==> config.mk <==
export PLATFORM = sky130hd
export DESIGN_NAME = ioctl_mem_arbiter_flat
export DESIGN_NICKNAME = d
export VERILOG_FILES = /design/src/rtl/ioctl_mem_arbiter_if.sv /design/src/rtl/ioctl_mem_arbiter.sv /design/src/flat_wrapper.sv
export SDC_FILE = /design/constraint.sdc
export NUM_CORES = 1
export LEC_CHECK = 0
export ABC_AREA = 1
export BUFFER_PORTS_ARGS = -buffer_cell sky130_fd_sc_hd__buf_2
export CAP_MARGIN = 0
export CORE_ASPECT_RATIO = 0.8
export CORE_MARGIN = 2
export CORE_UTILIZATION = 40
export CTS_CLUSTER_DIAMETER = 40
export CTS_CLUSTER_SIZE = 10
export DETAILED_ROUTE_END_ITERATION = 8
export PLACE_DENSITY = 0.65
export SLEW_MARGIN = 20
export SYNTH_ARGS = -nofsm -noshare
export SYNTH_HDL_FRONTEND = slang
export SYNTH_SLANG_ARGS = --single-unit
==> constraint.sdc <==
create_clock -name clk_sys -period 2.6 [get_ports clk_sys]
set_input_delay 0.26 -clock clk_sys [delete_from_list [all_inputs] [get_ports clk_sys]]
set_output_delay 0.26 -clock clk_sys [all_outputs]
set_load 0.1 [all_outputs]
==> src/rtl/ioctl_mem_arbiter_if.sv <==
// rtl/ioctl_mem_arbiter_if.sv - download, CPU, shared-memory and status signals of ioctl_mem_arbiter
interface ioctl_mem_arbiter_if #(
  parameter int ADDR_W = 17
);
  logic              ioctl_download;
  logic              ioctl_wr;
  logic [24:0]       ioctl_addr;
  logic [7:0]        ioctl_dout;
  logic [7:0]        ioctl_index;
  logic              cpu_req;
  logic              cpu_we;
  logic [2:0]        cpu_sel;
  logic [ADDR_W-1:0] cpu_addr;
  logic [7:0]        cpu_din;
  logic              cpu_ack;
  logic              mem_en;
  logic              mem_we;
  logic [2:0]        mem_sel;
  logic [ADDR_W-1:0] mem_addr;
  logic [7:0]        mem_din;
  logic              core_reset;
  logic              dn_err;
  logic [24:0]       dn_bytes;

  modport master (
    output ioctl_download, ioctl_wr, ioctl_addr, ioctl_dout, ioctl_index,
    output cpu_req, cpu_we, cpu_sel, cpu_addr, cpu_din,
    input  cpu_ack, mem_en, mem_we, mem_sel, mem_addr, mem_din,
    input  core_reset, dn_err, dn_bytes
  );

  modport slave (
    input  ioctl_download, ioctl_wr, ioctl_addr, ioctl_dout, ioctl_index,
    input  cpu_req, cpu_we, cpu_sel, cpu_addr, cpu_din,
    output cpu_ack, mem_en, mem_we, mem_sel, mem_addr, mem_din,
    output core_reset, dn_err, dn_bytes
  );
endinterface

==> src/rtl/ioctl_mem_arbiter.sv <==
// rtl/ioctl_mem_arbiter.sv - shared ROM/RAM port arbiter between HPS downloads and the CPU
// Optional CPU sharing path enabled by defining IOCTL_ARB_CPU_EN.
module ioctl_mem_arbiter #(
  parameter int ADDR_W      = 17,
  parameter int HOLD_CYCLES = 16
) (
  input  logic                clk_sys,
  input  logic                reset,
  ioctl_mem_arbiter_if.slave  bus
);
  localparam logic [1:0] S_IDLE = 2'd0;
  localparam logic [1:0] S_DL   = 2'd1;
  localparam logic [1:0] S_HOLD = 2'd2;
  localparam logic [7:0] HOLD_INIT = 8'(HOLD_CYCLES - 1);

  logic [1:0]        state_q, state_d;
  logic [7:0]        cnt_q, cnt_d;
  logic              dl_prev_q, dl_prev_d;
  logic              mem_en_q, mem_en_d;
  logic              mem_we_q, mem_we_d;
  logic [2:0]        mem_sel_q, mem_sel_d;
  logic [ADDR_W-1:0] mem_addr_q, mem_addr_d;
  logic [7:0]        mem_din_q, mem_din_d;
  logic              cpu_ack_q, cpu_ack_d;
  logic              dn_err_q, dn_err_d;
  logic [24:0]       dn_bytes_q, dn_bytes_d;

  logic [2:0] idx_map;
  logic       addr_ok;
  logic       wr_acc;
  logic       wr_rej;
  logic       dl_rise;
  logic       grant;

  always_comb begin
    idx_map = 3'b000;
    case (bus.ioctl_index)
      8'd0:    idx_map = 3'b001;
      8'd3:    idx_map = 3'b010;
      8'd4:    idx_map = 3'b100;
      default: idx_map = 3'b000;
    endcase
  end

  assign addr_ok = (bus.ioctl_addr >> ADDR_W) == 25'd0;
  assign wr_acc  = bus.ioctl_wr && bus.ioctl_download && (idx_map != 3'b000) && addr_ok;
  assign wr_rej  = bus.ioctl_wr && bus.ioctl_download && !((idx_map != 3'b000) && addr_ok);
  assign dl_rise = bus.ioctl_download && !dl_prev_q;

`ifdef IOCTL_ARB_CPU_EN
  assign grant = (state_q == S_IDLE) && !bus.ioctl_download && bus.cpu_req;
`else
  assign grant = 1'b0;
`endif

  always_comb begin
    state_d   = state_q;
    cnt_d     = cnt_q;
    dl_prev_d = bus.ioctl_download;
    case (state_q)
      S_IDLE: if (bus.ioctl_download) state_d = S_DL;
      S_DL: begin
        if (!bus.ioctl_download) begin
          state_d = S_HOLD;
          cnt_d   = HOLD_INIT;
        end
      end
      S_HOLD: begin
        if (bus.ioctl_download)  state_d = S_DL;
        else if (cnt_q == 8'd0)  state_d = S_IDLE;
        else                     cnt_d   = cnt_q - 8'd1;
      end
      default: begin
        state_d = S_HOLD;
        cnt_d   = HOLD_INIT;
      end
    endcase
  end

  // Download traffic is checked first; grant already excludes active downloads.
  always_comb begin
    mem_en_d   = 1'b0;
    mem_we_d   = 1'b0;
    mem_sel_d  = 3'b000;
    mem_addr_d = '0;
    mem_din_d  = 8'd0;
    cpu_ack_d  = 1'b0;
    if (wr_acc) begin
      mem_en_d   = 1'b1;
      mem_we_d   = 1'b1;
      mem_sel_d  = idx_map;
      mem_addr_d = bus.ioctl_addr[ADDR_W-1:0];
      mem_din_d  = bus.ioctl_dout;
    end else if (grant) begin
      mem_en_d   = 1'b1;
      mem_we_d   = bus.cpu_we;
      mem_sel_d  = bus.cpu_sel;
      mem_addr_d = bus.cpu_addr;
      mem_din_d  = bus.cpu_din;
      cpu_ack_d  = 1'b1;
    end
  end

  // Clear on the download rising edge happens before a same-cycle byte is counted.
  always_comb begin
    dn_err_d   = dl_rise ? 1'b0  : dn_err_q;
    dn_bytes_d = dl_rise ? 25'd0 : dn_bytes_q;
    if (wr_rej) dn_err_d = 1'b1;
    if (wr_acc && (dn_bytes_d != '1)) dn_bytes_d = dn_bytes_d + 25'd1;
  end

  always_ff @(posedge clk_sys) begin
    if (reset) begin
      state_q    <= S_HOLD;
      cnt_q      <= HOLD_INIT;
      dl_prev_q  <= 1'b0;
      mem_en_q   <= 1'b0;
      mem_we_q   <= 1'b0;
      mem_sel_q  <= 3'b000;
      mem_addr_q <= '0;
      mem_din_q  <= 8'd0;
      cpu_ack_q  <= 1'b0;
      dn_err_q   <= 1'b0;
      dn_bytes_q <= 25'd0;
    end else begin
      state_q    <= state_d;
      cnt_q      <= cnt_d;
      dl_prev_q  <= dl_prev_d;
      mem_en_q   <= mem_en_d;
      mem_we_q   <= mem_we_d;
      mem_sel_q  <= mem_sel_d;
      mem_addr_q <= mem_addr_d;
      mem_din_q  <= mem_din_d;
      cpu_ack_q  <= cpu_ack_d;
      dn_err_q   <= dn_err_d;
      dn_bytes_q <= dn_bytes_d;
    end
  end

  assign bus.core_reset = (state_q != S_IDLE);
  assign bus.mem_en     = mem_en_q;
  assign bus.mem_we     = mem_we_q;
  assign bus.mem_sel    = mem_sel_q;
  assign bus.mem_addr   = mem_addr_q;
  assign bus.mem_din    = mem_din_q;
  assign bus.cpu_ack    = cpu_ack_q;
  assign bus.dn_err     = dn_err_q;
  assign bus.dn_bytes   = dn_bytes_q;
endmodule

==> src/flat_wrapper.sv <==
// flat-port wrapper written by rule: the top's interface ports become plain ports
module ioctl_mem_arbiter_flat 
#(
  parameter int ADDR_W      = 17,
  parameter int HOLD_CYCLES = 16
)
  (clk_sys, reset, bus_ioctl_download, bus_ioctl_wr, bus_ioctl_addr, bus_ioctl_dout, bus_ioctl_index, bus_cpu_req, bus_cpu_we, bus_cpu_sel, bus_cpu_addr, bus_cpu_din, bus_cpu_ack, bus_mem_en, bus_mem_we, bus_mem_sel, bus_mem_addr, bus_mem_din, bus_core_reset, bus_dn_err, bus_dn_bytes);
  ioctl_mem_arbiter_if #(.ADDR_W(ADDR_W)) bus_i ();
  input  logic clk_sys;
  input  logic reset;
  input wire logic [$bits(bus_i.ioctl_download)-1:0] bus_ioctl_download;
  input wire logic [$bits(bus_i.ioctl_wr)-1:0] bus_ioctl_wr;
  input wire logic [$bits(bus_i.ioctl_addr)-1:0] bus_ioctl_addr;
  input wire logic [$bits(bus_i.ioctl_dout)-1:0] bus_ioctl_dout;
  input wire logic [$bits(bus_i.ioctl_index)-1:0] bus_ioctl_index;
  input wire logic [$bits(bus_i.cpu_req)-1:0] bus_cpu_req;
  input wire logic [$bits(bus_i.cpu_we)-1:0] bus_cpu_we;
  input wire logic [$bits(bus_i.cpu_sel)-1:0] bus_cpu_sel;
  input wire logic [$bits(bus_i.cpu_addr)-1:0] bus_cpu_addr;
  input wire logic [$bits(bus_i.cpu_din)-1:0] bus_cpu_din;
  output wire logic [$bits(bus_i.cpu_ack)-1:0] bus_cpu_ack;
  output wire logic [$bits(bus_i.mem_en)-1:0] bus_mem_en;
  output wire logic [$bits(bus_i.mem_we)-1:0] bus_mem_we;
  output wire logic [$bits(bus_i.mem_sel)-1:0] bus_mem_sel;
  output wire logic [$bits(bus_i.mem_addr)-1:0] bus_mem_addr;
  output wire logic [$bits(bus_i.mem_din)-1:0] bus_mem_din;
  output wire logic [$bits(bus_i.core_reset)-1:0] bus_core_reset;
  output wire logic [$bits(bus_i.dn_err)-1:0] bus_dn_err;
  output wire logic [$bits(bus_i.dn_bytes)-1:0] bus_dn_bytes;
  assign bus_i.ioctl_download = bus_ioctl_download;
  assign bus_i.ioctl_wr = bus_ioctl_wr;
  assign bus_i.ioctl_addr = bus_ioctl_addr;
  assign bus_i.ioctl_dout = bus_ioctl_dout;
  assign bus_i.ioctl_index = bus_ioctl_index;
  assign bus_i.cpu_req = bus_cpu_req;
  assign bus_i.cpu_we = bus_cpu_we;
  assign bus_i.cpu_sel = bus_cpu_sel;
  assign bus_i.cpu_addr = bus_cpu_addr;
  assign bus_i.cpu_din = bus_cpu_din;
  assign bus_cpu_ack = bus_i.cpu_ack;
  assign bus_mem_en = bus_i.mem_en;
  assign bus_mem_we = bus_i.mem_we;
  assign bus_mem_sel = bus_i.mem_sel;
  assign bus_mem_addr = bus_i.mem_addr;
  assign bus_mem_din = bus_i.mem_din;
  assign bus_core_reset = bus_i.core_reset;
  assign bus_dn_err = bus_i.dn_err;
  assign bus_dn_bytes = bus_i.dn_bytes;
  ioctl_mem_arbiter #(.ADDR_W(ADDR_W), .HOLD_CYCLES(HOLD_CYCLES)) u_core (.clk_sys(clk_sys), .reset(reset), .bus(bus_i));
endmodule
==> impl_summary.log, run 1 <==
INFO  metric cts_root_buf = clkbuf_8
INFO  metric report.final.setup_viol = 0
INFO  metric grt_usage = 0.193
INFO  metric regToRegSetupSlack = 360 ps
INFO  metric synth_area_leader_cell = dfxtp_1
INFO  metric cts.repair.resized = 0
INFO  metric cts_hold_buffers = 0
INFO  metric clk-insertion-delay-late = 350 ps
INFO  metric worst-r2r-cell-count = 13
INFO  metric sequential_cell_area = 1320 um^2
INFO  metric die_h = slightly below 90 um
INFO  metric share_clk_of_total_power = 0.412
INFO  metric power.share.sequential = 0.516
INFO  metric setup.worst_path.end = u_core.bus.dn_bytes[13]
INFO  metric cts.reportedPaths.clkPinSlew = 70 ps
INFO  metric register_bit_total_from_synthesis = between 60 and 70
INFO  metric critical_path_arrival = 2510 ps
INFO  metric wire_per_inst = around 12 um
INFO  metric maxCapViolCount = 0
INFO  metric timing.critical_path.from = u_core.dl_prev_q
INFO  metric drtAntennaViolNets = 0
INFO  metric dieWidth = ~110 um
INFO  metric clock-skew-final = 12.1 ps
INFO  metric postSynthNetCount = 577
INFO  metric min_period_over_period = 0.861
INFO  metric synthesis.area_per_instance = approximately 6.9 um^2
INFO  metric vias_in_the_first_global_route = 3168
INFO  metric max_freq = ~0.45 GHz
INFO  metric drc = 0
INFO  metric power.combinational.fraction = 0.072
INFO  metric synth_top_cells_by_area = dfxtp_1 (38%), nand2_1 (12%), nor2_1 (9.3%)
INFO  metric final_cell_area = 4230 um^2
INFO  metric synth_enable_flop_cells = 0
INFO  metric p_leak = ~2 nW
INFO  metric placement.io_buffers = roughly 100
INFO  metric cts.repair_timing.setup_buffer_count = 0
INFO  metric vias_per_cell = 4.62
INFO  metric dp_hpwl = around 6.3 mm
INFO  metric antenna-diode-count = 0
INFO  metric multi_input_combinational_cell_area = between 1500 and 2000 um^2
INFO  metric finalSetupTns = 0 ps
INFO  metric rsz_0062_raised_after_global_routing = no
INFO  metric die_area = 9440 um^2
INFO  metric finalHoldWorstSlack = 105 ps
INFO  metric yosys_warnings = 0
INFO  metric power.ir.vdd_worst = 295 uV
INFO  metric r2r-end = u_core.bus.dn_bytes[13]
INFO  metric start_util = 0.411
INFO  metric design.core.area = between 8000 and 9000 um^2
INFO  metric first_iter_violations = roughly 110
INFO  metric total_switching_power = 0.535 mW
INFO  metric cts-htree-levels = 3
INFO  metric regToRegStartpoint = u_core.dl_prev_q
INFO  metric number_of_buffers_inserted_during_clock_tree_synthesis = 9
INFO  metric outcome = finished, final reports clean
INFO  metric clkSinkCount = 66
INFO  metric timing.setup.critical_path_class = register to register
INFO  metric place_worst_setup_slack = between 300 and 400 ps
INFO  metric tritoncts_clock_tree = yes
INFO  metric ys_async_sr_fraction = 0
INFO  metric detail_route.wirelength = 8.63 mm
INFO  metric synth_top_area_share = 0.381
INFO  metric detailedRoute.firstPassIterationCount = 4
INFO  metric hold_viol = 0
INFO  metric drive_gt1_frac = 0.303
INFO  metric growth_of_design_area_from_synthesis_to_finish = 22.0%
INFO  metric number_of_antenna_violations_at_the_first_check_in_global_routing = 0
INFO  metric synthesis.instances = 500
INFO  metric final_period_minus_worst_setup_slack = 2240 ps
INFO  metric switching_share = 0.271
INFO  metric synth_flop_cell = dfxtp_1
INFO  metric yosys.cell_count.top_type = nand2_1
INFO  metric intPower = 1.44 mW
INFO  metric synth.cells.most_frequent = nand2_1 (107), nor2_1 (86), inv_1 (78)
INFO  metric place.gp.congestion = 0.884
INFO  metric grt_first_pass_wirelength = 14.4 mm
INFO  metric rows = 30
INFO  metric final.fill_count = slightly below 900
INFO  metric number_of_buffers_on_the_longest_clock_path = 2
INFO  metric vias = 3326
INFO  metric startpoint_type = register
INFO  metric io_pins = 133
INFO  metric path_max_fanout = 24
INFO  metric cp.required = around 2900 ps
INFO  metric finalMaxSlewViolations = 0
INFO  metric setup.worst_path.end_class = register
INFO  metric pin_count_of_the_biggest_net_entering_global_routing = 25
INFO  metric final_nets = 680
INFO  metric synthesis.area = about 3500 um^2
INFO  metric fin_ws = 361 ps
INFO  metric hold_path_class = input port to register
INFO  metric yosysUniqueCellTypes = 33
INFO  metric synth_sequential_area_ratio = 0.381
INFO  metric detailed_place.area = 4050 um^2
INFO  metric grt-ovfl-total = 0
INFO  metric pwr_density_cell = 467 nW/um^2
[logic make-up after synthesis]
logic type      Yosys count  share of synthesized area
compound gates           50                     0.0981
xor+xnor                 10                     0.0252
fa+ha+maj                 2                    0.00721
buf+inv                  95                      0.122
flops                    66                      0.381
other cells               1                    0.00108
simple gates            276                      0.366
[state kept, by name (all words and copies together) (netlist names)]
register,flops
u_core.bus.dn_bytes,25
u_core.bus.mem_addr,17
u_core.bus.mem_din,8
u_core.cnt_q,8
u_core.bus.mem_sel,3
u_core.state_q,2
u_core.bus.dn_err,1
u_core.bus.mem_en,1
u_core.dl_prev_q,1
[area by class of cell]
| cell class | instances | area share |
|---|---|---|
| well taps | 112 | 0.0331 |
| multi-input cells | 339 | 0.408 |
| flip-flops and latches | 66 | 0.312 |
| clock inverters | 6 | 0.0115 |
| clock buffers | 10 | 0.0325 |
| repair buffers | 109 | 0.134 |
| inverters | 78 | 0.0692 |
[layout by cell type (no fill, tap or decap), drive strengths merged]
cell,netlist,layout
clkinv,0,1
a21oi,33,33
buf,10,109
nor3b,1,1
xor2,9,9
or2,1,1
conb,1,1
ha,2,2
nor2,93,93
xnor2,1,1
nor4,1,1
dfxtp,66,66
nand2,130,130
o22ai,1,1
inv,78,80
clkbuf,7,10
clkinvlp,0,3
nand4,6,6
nand3,40,40
o21a,1,1
and3,1,1
o21ai,15,15
nor3,3,3
[layer usage]
metal | GRT usage | up-vias | routed length (um)
met5 | 0 | - | 0
met4 | 0.0629 | 0 | 106
met3 | 0.0636 | 10 | 614
met2 | 0.316 | 89 | 3980
met1 | 0.241 | 1495 | 3940
li1 | - | 1732 | -
[stage by stage]
step / utilization / instances / power [mW]
floorplan: - / 500 / 1.14
global placement: 0.479 / 704 / 1.18
detailed placement: 0.479 / 704 / 1.19
CTS: 0.501 / 720 / 2.00
global route: 0.501 / 720 / 2.06
finish: 0.501 / 720 / 1.98
[power by group through the flow]
stage / Combinational (mW) / Sequential, mW / Clock [mW]
3_5_place_dp: 0.143 / 1.04 / 0
2_1_floorplan: 0.0868 / 1.05 / 0
4_1_cts: 0.144 / 1.02 / 0.833
5_1_grt: 0.159 / 1.02 / 0.877
6_report: 0.143 / 1.02 / 0.815
3_3_place_gp: 0.141 / 1.04 / 0
[worst min-delay path by stage]
stage	start	to	slack, ps	cells past startpoint
after floorplan	bus_ioctl_index[2]	u_core.bus.mem_sel[0]	340	1
after global placement	u_core.bus.dn_err	u_core.bus.dn_err	450	2
after detailed placement	u_core.bus.dn_err	u_core.bus.dn_err	450	2
after CTS	bus_ioctl_index[2]	u_core.bus.mem_sel[0]	100	2
after global routing	bus_ioctl_addr[7]	u_core.bus.mem_addr[7]	100	3
final	bus_ioctl_index[2]	u_core.bus.mem_sel[0]	110	2
[critical path, cell delays in order (launching register included)]
cell,delay [ps]
dfxtp_1,310
inv_1,50
nand2_4,120
inv_1,70
nor2_1,160
ha_1,200
inv_1,70
nor2_4,200
nand2_2,140
nor2_4,190
nand2_2,80
nand3_4,320
nand2_1,90
a21oi_1,160
Note: power is estimated with default switching activity, not from simulation.
==> run 2, diff against run 1 <==
==> constraint.sdc (replaced) <==
create_clock -name clk_sys -period 2.6 [get_ports clk_sys]
set_input_delay 0 -clock clk_sys [delete_from_list [all_inputs] [get_ports clk_sys]]
set_output_delay 0 -clock clk_sys [all_outputs]
set_load 0.1 [all_outputs]
==> run 2 against run 1 <==
  * Core utilization is 3.1 points higher
  * Global-route usage is 1.2 points higher
  * Critical path depth is 1 higher
  * Register-to-register slack hardly changed
  * Critical path type is now input port to register
  * Worst setup slack worse by 14 ps
==> impl_summary.log, run 2 (synthesis gave the netlist of run 1 again) <==
INFO  metric regToRegSetupSlack = 370 ps (about the same)
INFO  metric rows = 30 (unchanged)
INFO  metric die_area = 9440 um^2 (unchanged)
INFO  metric pin_count_of_the_biggest_net_entering_global_routing = 35 (+40%)
INFO  metric cts.repair_timing.setup_buffer_count = 0 (unchanged)
INFO  metric cts-htree-levels = 3 (unchanged)
INFO  metric max_freq = 0.444 GHz (-0.62%)
INFO  metric setup.worst_path.end = u_core.bus.dn_bytes[11]
INFO  metric report.final.setup_viol = 0 (unchanged)
INFO  metric dieWidth = 108 um (unchanged)
INFO  metric wire_per_inst = 12.4 um (+3.0%)
INFO  metric regToRegStartpoint = u_core.dl_prev_q
INFO  metric number_of_buffers_inserted_during_clock_tree_synthesis = 9 (unchanged)
INFO  metric final.fill_count = 827 (-6.8%)
INFO  metric die_h = 87.3 um (unchanged)
INFO  metric min_period_over_period = 0.867 (+0.00533)
INFO  metric finalMaxSlewViolations = 0 (unchanged)
INFO  metric vias = 3519 (+5.8%)
INFO  metric dp_hpwl = 6.45 mm (+1.7%)
INFO  metric startpoint_type = input port
INFO  metric place_worst_setup_slack = 383 ps (+80.0 ps)
INFO  metric clock-skew-final = 4.28 ps (-7.83 ps)
INFO  metric outcome = finished, final reports clean
INFO  metric clk-insertion-delay-late = 340 ps (about the same)
INFO  metric antenna-diode-count = 0 (unchanged)
INFO  metric detailedRoute.firstPassIterationCount = 4 (unchanged)
INFO  metric power.ir.vdd_worst = 255 uV (-14%)
INFO  metric r2r-end = u_core.bus.dn_bytes[11]
INFO  metric growth_of_design_area_from_synthesis_to_finish = 29.5%
INFO  metric grt-ovfl-total = 0 (unchanged)
INFO  metric start_util = 0.411 (unchanged)
INFO  metric layout.cells.most_common_list = nand2_1 (107), buf_2 (101), nor2_1 (86)
INFO  metric sequential_cell_area = 1320 um^2 (unchanged)
INFO  metric number_of_buffers_on_the_longest_clock_path = 2 (unchanged)
INFO  metric fin_ws = 347 ps (-13.9 ps)
INFO  metric hold_viol = 0 (unchanged)
INFO  metric cts.reportedPaths.clkPinSlew = 70 ps (about the same)
INFO  metric cp.required = 2870 ps (about the same)
INFO  metric grt_usage = 0.205 (+0.0121)
INFO  metric layout.cells.most_common = nand2_1
INFO  metric tritoncts_clock_tree = yes
INFO  metric worst-r2r-cell-count = 13 (unchanged)
INFO  metric path_max_fanout = 24 (unchanged)
INFO  metric cts.repair.resized = 0 (unchanged)
INFO  metric place.gp.congestion = 0.850 (-3.8%)
INFO  metric min_delay_path_depth = 5 (+3)
INFO  metric vias_in_the_first_global_route = 3348 (+5.7%)
INFO  metric first_iter_violations = 133 (+23%)
INFO  metric drc = 0 (unchanged)
INFO  metric design.core.area = 8450 um^2 (unchanged)
INFO  metric setup.worst_path.end_class = register
INFO  metric p_leak = 2.11 nW (+6.0%)
INFO  metric pwr_density_cell = 454 nW/um^2 (-2.8%)
INFO  metric number_of_flip_flops_in_the_largest_register = 25 (unchanged)
INFO  metric final_period_minus_worst_setup_slack = 2250 ps (+13.9 ps)
INFO  metric drive_gt1_frac = 0.284 (-0.0183)
INFO  metric clkSinkCount = 66 (unchanged)
INFO  metric rsz_0062_raised_after_global_routing = no
INFO  metric vias_per_cell = 4.72 (+2.3%)
INFO  metric finalSetupTns = 0 ps (unchanged)
INFO  metric critical_path_arrival = 2520 ps (about the same)
INFO  metric number_of_antenna_violations_at_the_first_check_in_global_routing = 0 (unchanged)
INFO  metric timing.critical_path.from = bus_ioctl_download
INFO  metric timing.setup.critical_path_class = input port to register
INFO  metric final_nets = 706 (+3.8%)
INFO  metric io_pins = 133 (unchanged)
INFO  metric hold_path_class = input port to register
INFO  metric grt_first_pass_wirelength = 15.4 mm (+7.2%)
INFO  metric detail_route.wirelength = 9.20 mm (+6.6%)
INFO  metric multi_input_combinational_cell_area = 1730 um^2 (unchanged)
INFO  metric cts_root_buf = clkbuf_8
INFO  metric placement.io_buffers = 101 (unchanged)
INFO  metric drtAntennaViolNets = 0 (unchanged)
INFO  metric maxCapViolCount = 0 (unchanged)
## run 2: cell types whose count changed in the layout (fill, tap and decap cells not counted)
cell | before | now
clkinv_2 | 0 | 2
clkinvlp_4 | 3 | 0
bufinv_16 | 0 | 1
clkbuf_1 | 0 | 2
clkinv_4 | 1 | 0
dlygate4sd3_1 | 0 | 27
inv_6 | 2 | 0
buf_4 | 8 | 7
## run 2: what timing repair did
| action | CTS | global route |
|---|---|---|
| hold buffers | 27 | 0 |
| endpoints found under the setup margin | 0 | 0 |
| hold endpoints to repair | 28 | 0 |
## run 2: final cells by class
| type | count | share of cell area |
|---|---|---|
| tap | 112 | 0.0312 |
| sequential | 66 | 0.294 |
| multi-input combinational | 339 | 0.384 |
| clock buffer | 12 | 0.0323 |
| clock inverter | 3 | 0.00891 |
| inverter | 78 | 0.0651 |
| timing repair buffer | 135 | 0.184 |
## run 2: how the worst min path moves through the flow
stage          slack, ps          startpoint                     end
2_1_floorplan         80  bus_ioctl_index[2]   u_core.bus.mem_sel[0]
3_3_place_gp         200  bus_ioctl_index[2]   u_core.bus.mem_sel[0]
3_5_place_dp         200  bus_ioctl_index[2]   u_core.bus.mem_sel[0]
4_1_cts               30  bus_ioctl_index[4]   u_core.bus.mem_sel[1]
5_1_grt               60               reset  u_core.bus.dn_bytes[3]
6_report              30  bus_ioctl_index[4]   u_core.bus.mem_sel[1]
## run 2: layer usage
metal  routed length [um]  track usage  part of all wire  up-vias
li1                     -            -                 -     1791
met4                  163       0.0793             0.018        0
met2                 4410        0.349              0.48       93
met3                  495       0.0471             0.054       20
met5                    0            0                 0        -
met1                 4140        0.253              0.45     1615
## run 2: critical path, cell delays in order
cell	delay [ps]
dlygate4sd3_1	540
buf_2	160
nand2_4	100
inv_1	60
nor2_1	160
ha_1	210
inv_1	80
nor2_4	200
nand2_2	150
nor2_4	200
nand2_2	80
nand3_4	320
nand2_1	90
a21oi_1	160
## run 2: power breakdown
part	switching [mW]	total (mW)	internal (mW)
clock	0.382	0.844	0.462
combinational	0.105	0.176	0.0715
sequential	0.00349	1.02	1.02
total	0.490	2.04	1.55
## run 2: through the flow
step           cell area (um^2)  utilization  hold slack (ps)  instances  power, mW
2_1_floorplan              3470            -             79.3        500       1.14
3_3_place_gp               4040        0.478              196        703       1.18
4_1_cts                    4490        0.532             27.1        745       2.06
5_1_grt                    4490        0.532             64.2        745       2.12
3_5_place_dp               4040        0.478              203        703       1.19
6_report                   4490        0.532             34.2        745       2.04
==> run 3, diff against run 2 <==
BUFFER_PORTS_ARGS = -buffer_cell sky130_fd_sc_hd__clkbuf_2   (was -buffer_cell sky130_fd_sc_hd__buf_2)
CELL_PAD_IN_SITES_DETAIL_PLACEMENT = 2   (was default)
CELL_PAD_IN_SITES_GLOBAL_PLACEMENT = 2   (was default)
CORE_UTILIZATION = 25   (was 40)
PLACE_DENSITY = 0.76   (was 0.65)
clock period = 2.5 ns   (was 2.6 ns; I/O delays follow)
==> run 3 against run 2 <==
  * Global-route usage decreased by 1.9 points
  * First-iteration DRC count up 1.5%
  * Clock power is 46% higher
  * Total power rose by 22%
  * Worst hold slack worse by 12 ps
  * Sequential cell count unchanged
  * Die area is 57% higher
  * Final area grew 4.4%
  * Sequential share of layout area down 1.2 points
  * Clock-buffer cell count is 2 lower
  * Via count increased by 4.4%
  * Clock skew up 4.3 ps
  * Critical endpoint is now u_core.bus.dn_bytes[13]
  * Largest cell class unchanged
  * Largest power group is now the clock network
==> impl_summary.log, run 3 (synthesis gave the netlist of run 1 again) <==
INFO  metric dieWidth = 136 um (+26%)
INFO  metric post-layout-total-power = 2.49 mW (+22%)
INFO  metric die_h = 109 um (+25%)
INFO  metric intPower = 1.89 mW (+22%)
INFO  metric cts-htree-levels = 3 (unchanged)
INFO  metric share_clk_of_total_power = 0.494 (+0.081)
INFO  metric final_nets = 707 (+0.14%)
INFO  metric global_route_track_usage_on_met1 = 0.215 (-0.0387)
INFO  metric maxCapViolCount = 0 (unchanged)
INFO  metric clk-insertion-delay-late = 340 ps (about the same)
INFO  metric placedCellCount = 771 (+9.7%)
INFO  metric vias_in_the_first_global_route = 4217 (+26%)
INFO  metric drtAntennaViolNets = 0 (unchanged)
INFO  metric grt_util_met2 = 0.347 (-0.00209)
INFO  metric min_period_over_period = 0.964
INFO  metric hold_path_class = input port to register
INFO  metric critical_path_arrival = 2680 ps (+160 ps)
INFO  metric place.gp.congestion = 0.739 (-13%)
INFO  metric crit_family = compound AO/OA/AOI/OAI gates
INFO  metric number_of_buffers_inserted_during_clock_tree_synthesis = 9 (unchanged)
INFO  metric clock-skew-final = 8.54 ps (+4.26 ps)
INFO  metric path_max_fanout = 24 (unchanged)
INFO  metric tightestPinTransition = 779 ps
INFO  metric outcome = finished, final reports clean
INFO  metric cp.required = 2770 ps (-100 ps)
INFO  metric vias = 3675 (+4.4%)
INFO  metric pwr_density_cell = 530 nW/um^2 (+17%)
INFO  metric setup.worst_path.end_class = register
INFO  metric final_cell_area = 4690 um^2 (+4.4%)
INFO  metric cp_slowest_cell = a21oi_4
INFO  metric detailedRoute.firstPassIterationCount = 4 (unchanged)
INFO  metric vias_per_cell = 4.52 (-4.3%)
INFO  metric rsz_0062_raised_after_global_routing = yes
INFO  metric max_freq = slightly above 0.4 GHz
INFO  metric growth_of_design_area_from_synthesis_to_finish = 35.2%
INFO  metric power.share.sequential = 0.428 (-0.072)
INFO  metric cts.reportedPaths.clkPinSlew = 60 ps (about the same)
INFO  metric switching_share = 0.240 (-0.000336)
INFO  metric cts_root_buf = clkbuf_16
INFO  metric drive_gt1_frac = 0.289 (+0.00474)
INFO  metric detailed_place.area = 4130 um^2 (+2.1%)
INFO  metric dp_hpwl = 9.30 mm (+44%)
INFO  metric timing.setup.critical_path_class = register to register
INFO  metric first_iter_violations = 135 (+1.5%)
INFO  metric start_util = 0.256 (-0.155)
INFO  metric grt_first_pass_wirelength = 21.2 mm (+38%)
INFO  metric power.combinational.fraction = 0.079 (-0.007)
INFO  metric wire_per_inst = 16.3 um (+32%)
INFO  metric critical_path.max_stage_delay = 630 ps (+90 ps)
INFO  metric tritoncts_clock_tree = yes
INFO  metric cp_buf_inv_count = 3 (-1)
INFO  metric number_of_buffers_on_the_longest_clock_path = 2 (unchanged)
INFO  metric clkSinkCount = 66 (unchanged)
INFO  metric cts.repair_timing.setup_buffer_count = 0 (unchanged)
INFO  metric critPathMostFrequentCell = inv_1
INFO  metric pin_count_of_the_biggest_net_entering_global_routing = 31 (-11%)
INFO  metric total_switching_power = 0.597 mW (+22%)
INFO  metric design.core.area = 13600 um^2 (+60%)
INFO  metric die_area = 14800 um^2 (+57%)
INFO  metric report.final.setup_viol = 0 (unchanged)
INFO  metric relSlewSlack = 0.479
INFO  metric placement.io_buffers = 101 (unchanged)
INFO  metric p_leak = 2.11 nW (about the same)
INFO  metric grt_usage = 0.186 (-0.0188)
INFO  metric worstPathCellList = inv_1, nand2_4, nand2_1, inv_1, ha_1, inv_1, nor2_4, nand2_2, nor2_4, a21oi_4, nand2_1, a21oi_2
INFO  metric detail_route.wirelength = 13.2 mm (+44%)
INFO  metric final_period_minus_worst_setup_slack = 2410 ps
INFO  metric layout.cells.most_common_list = nand2_1 (107), clkbuf_2 (101), nor2_1 (86)
INFO  metric hold_viol = 0 (unchanged)
INFO  metric io_pins = 133 (unchanged)
INFO  metric startpoint_type = register
INFO  metric finalMaxSlewViolations = 0 (unchanged)
INFO  metric layout.core_utilization = 0.346 (-0.186)
INFO  metric number_of_antenna_violations_at_the_first_check_in_global_routing = 0 (unchanged)
INFO  metric use_met3 = 0.0424 (-0.00470)
INFO  metric antenna-diode-count = 0 (unchanged)
INFO  metric min_delay_path_depth = 4 (-1)
INFO  metric worst-r2r-cell-count = 12 (-1)
INFO  metric power.ir.vdd_worst = 310 uV (+22%)
INFO  metric layout.cells.most_common = nand2_1
INFO  metric rows = 38 (+27%)
INFO  metric cp.depth = 12 (-2)
INFO  metric number_of_flip_flops_in_the_largest_register = 25 (unchanged)
INFO  metric grt-ovfl-total = 0 (unchanged)
INFO  metric post_layout_nonfiller_instances = 813 (+9.1%)
INFO  metric final.fill_count = 1638 (+98%)
INFO  metric drc = 0 (unchanged)
INFO  metric global_route.peak_usage_layer = met2
-- run 3: cell count changes in the layout (fill, tap and decap cells not counted) --
cell | previous run | this run
nand3_4 | 3 | 4
clkinv_2 | 2 | 3
a21oi_2 | 20 | 21
dfxtp_2 | 1 | 2
clkbuf_8 | 10 | 0
dfxtp_1 | 65 | 64
clkbuf_16 | 0 | 9
clkbuf_1 | 2 | 1
clkbuf_2 | 0 | 101
buf_2 | 101 | 0
a21oi_1 | 12 | 11
-- run 3: worst paths after layout --
path	start	end	slack, ps
setup / recovery	u_core.dl_prev_q	u_core.bus.dn_bytes[13]	90
hold / removal	bus_ioctl_index[0]	u_core.bus.mem_sel[1]	20
setup reg to reg	u_core.dl_prev_q	u_core.bus.dn_bytes[13]	90
hold reg to reg	u_core.bus.dn_err	u_core.bus.dn_err	490
-- run 3: metrics by stage --
stage	setup TNS [ps]	hold WS, ps	setup WS (ps)
floorplan	0	79.3	199
global placement	0	199	230
detailed placement	0	205	100
CTS	0	15.0	94.0
global route	-63.4	57.1	-30.9
finish	0	22.5	90.9
-- run 3: cell type report --
class | count | area, um^2 | area share
Inverter | 78 | 293 | 0.0624
Clock inverter | 4 | 45.0 | 0.00960
Clock buffer | 10 | 229 | 0.0488
Tap cell | 180 | 225 | 0.0480
Multi-Input combinational cell | 340 | 1750 | 0.372
Sequential cell | 66 | 1320 | 0.282
Timing Repair Buffer | 135 | 828 | 0.177
-- run 3: tightest hold or removal path: cells and delay by family --
kind / cells / cell delay, ps
simple gates: 3 / 240
buf+inv: 1 / 90
-- run 3: what timing repair did --
| item | 4_1_cts | 5_1_grt |
|---|---|---|
| setup endpoints to repair | 0 | 5 |
| gates resized for setup | 0 | 2 |
| hold buffers | 27 | 0 |
| hold endpoints to repair | 30 | 0 |
-- run 3: power by group through the flow --
| stage | logic, mW | clock network (mW) | registers, mW |
|---|---|---|---|
| finish | 0.195 | 1.23 | 1.06 |
| global route | 0.216 | 1.31 | 1.06 |
| CTS | 0.194 | 1.26 | 1.06 |
| detailed placement | 0.159 | 0 | 1.09 |
| global placement | 0.152 | 0 | 1.09 |
| floorplan | 0.0903 | 0 | 1.09 |
-- run 3: metal layers --
metal / vias up / wire length, um / share of wire
met4: 0 / 116 / 0.0088
met2: 58 / 7050 / 0.53
met5: - / 0 / 0
met1: 1818 / 5640 / 0.43
met3: 11 / 417 / 0.032
li1: 1788 / - / -
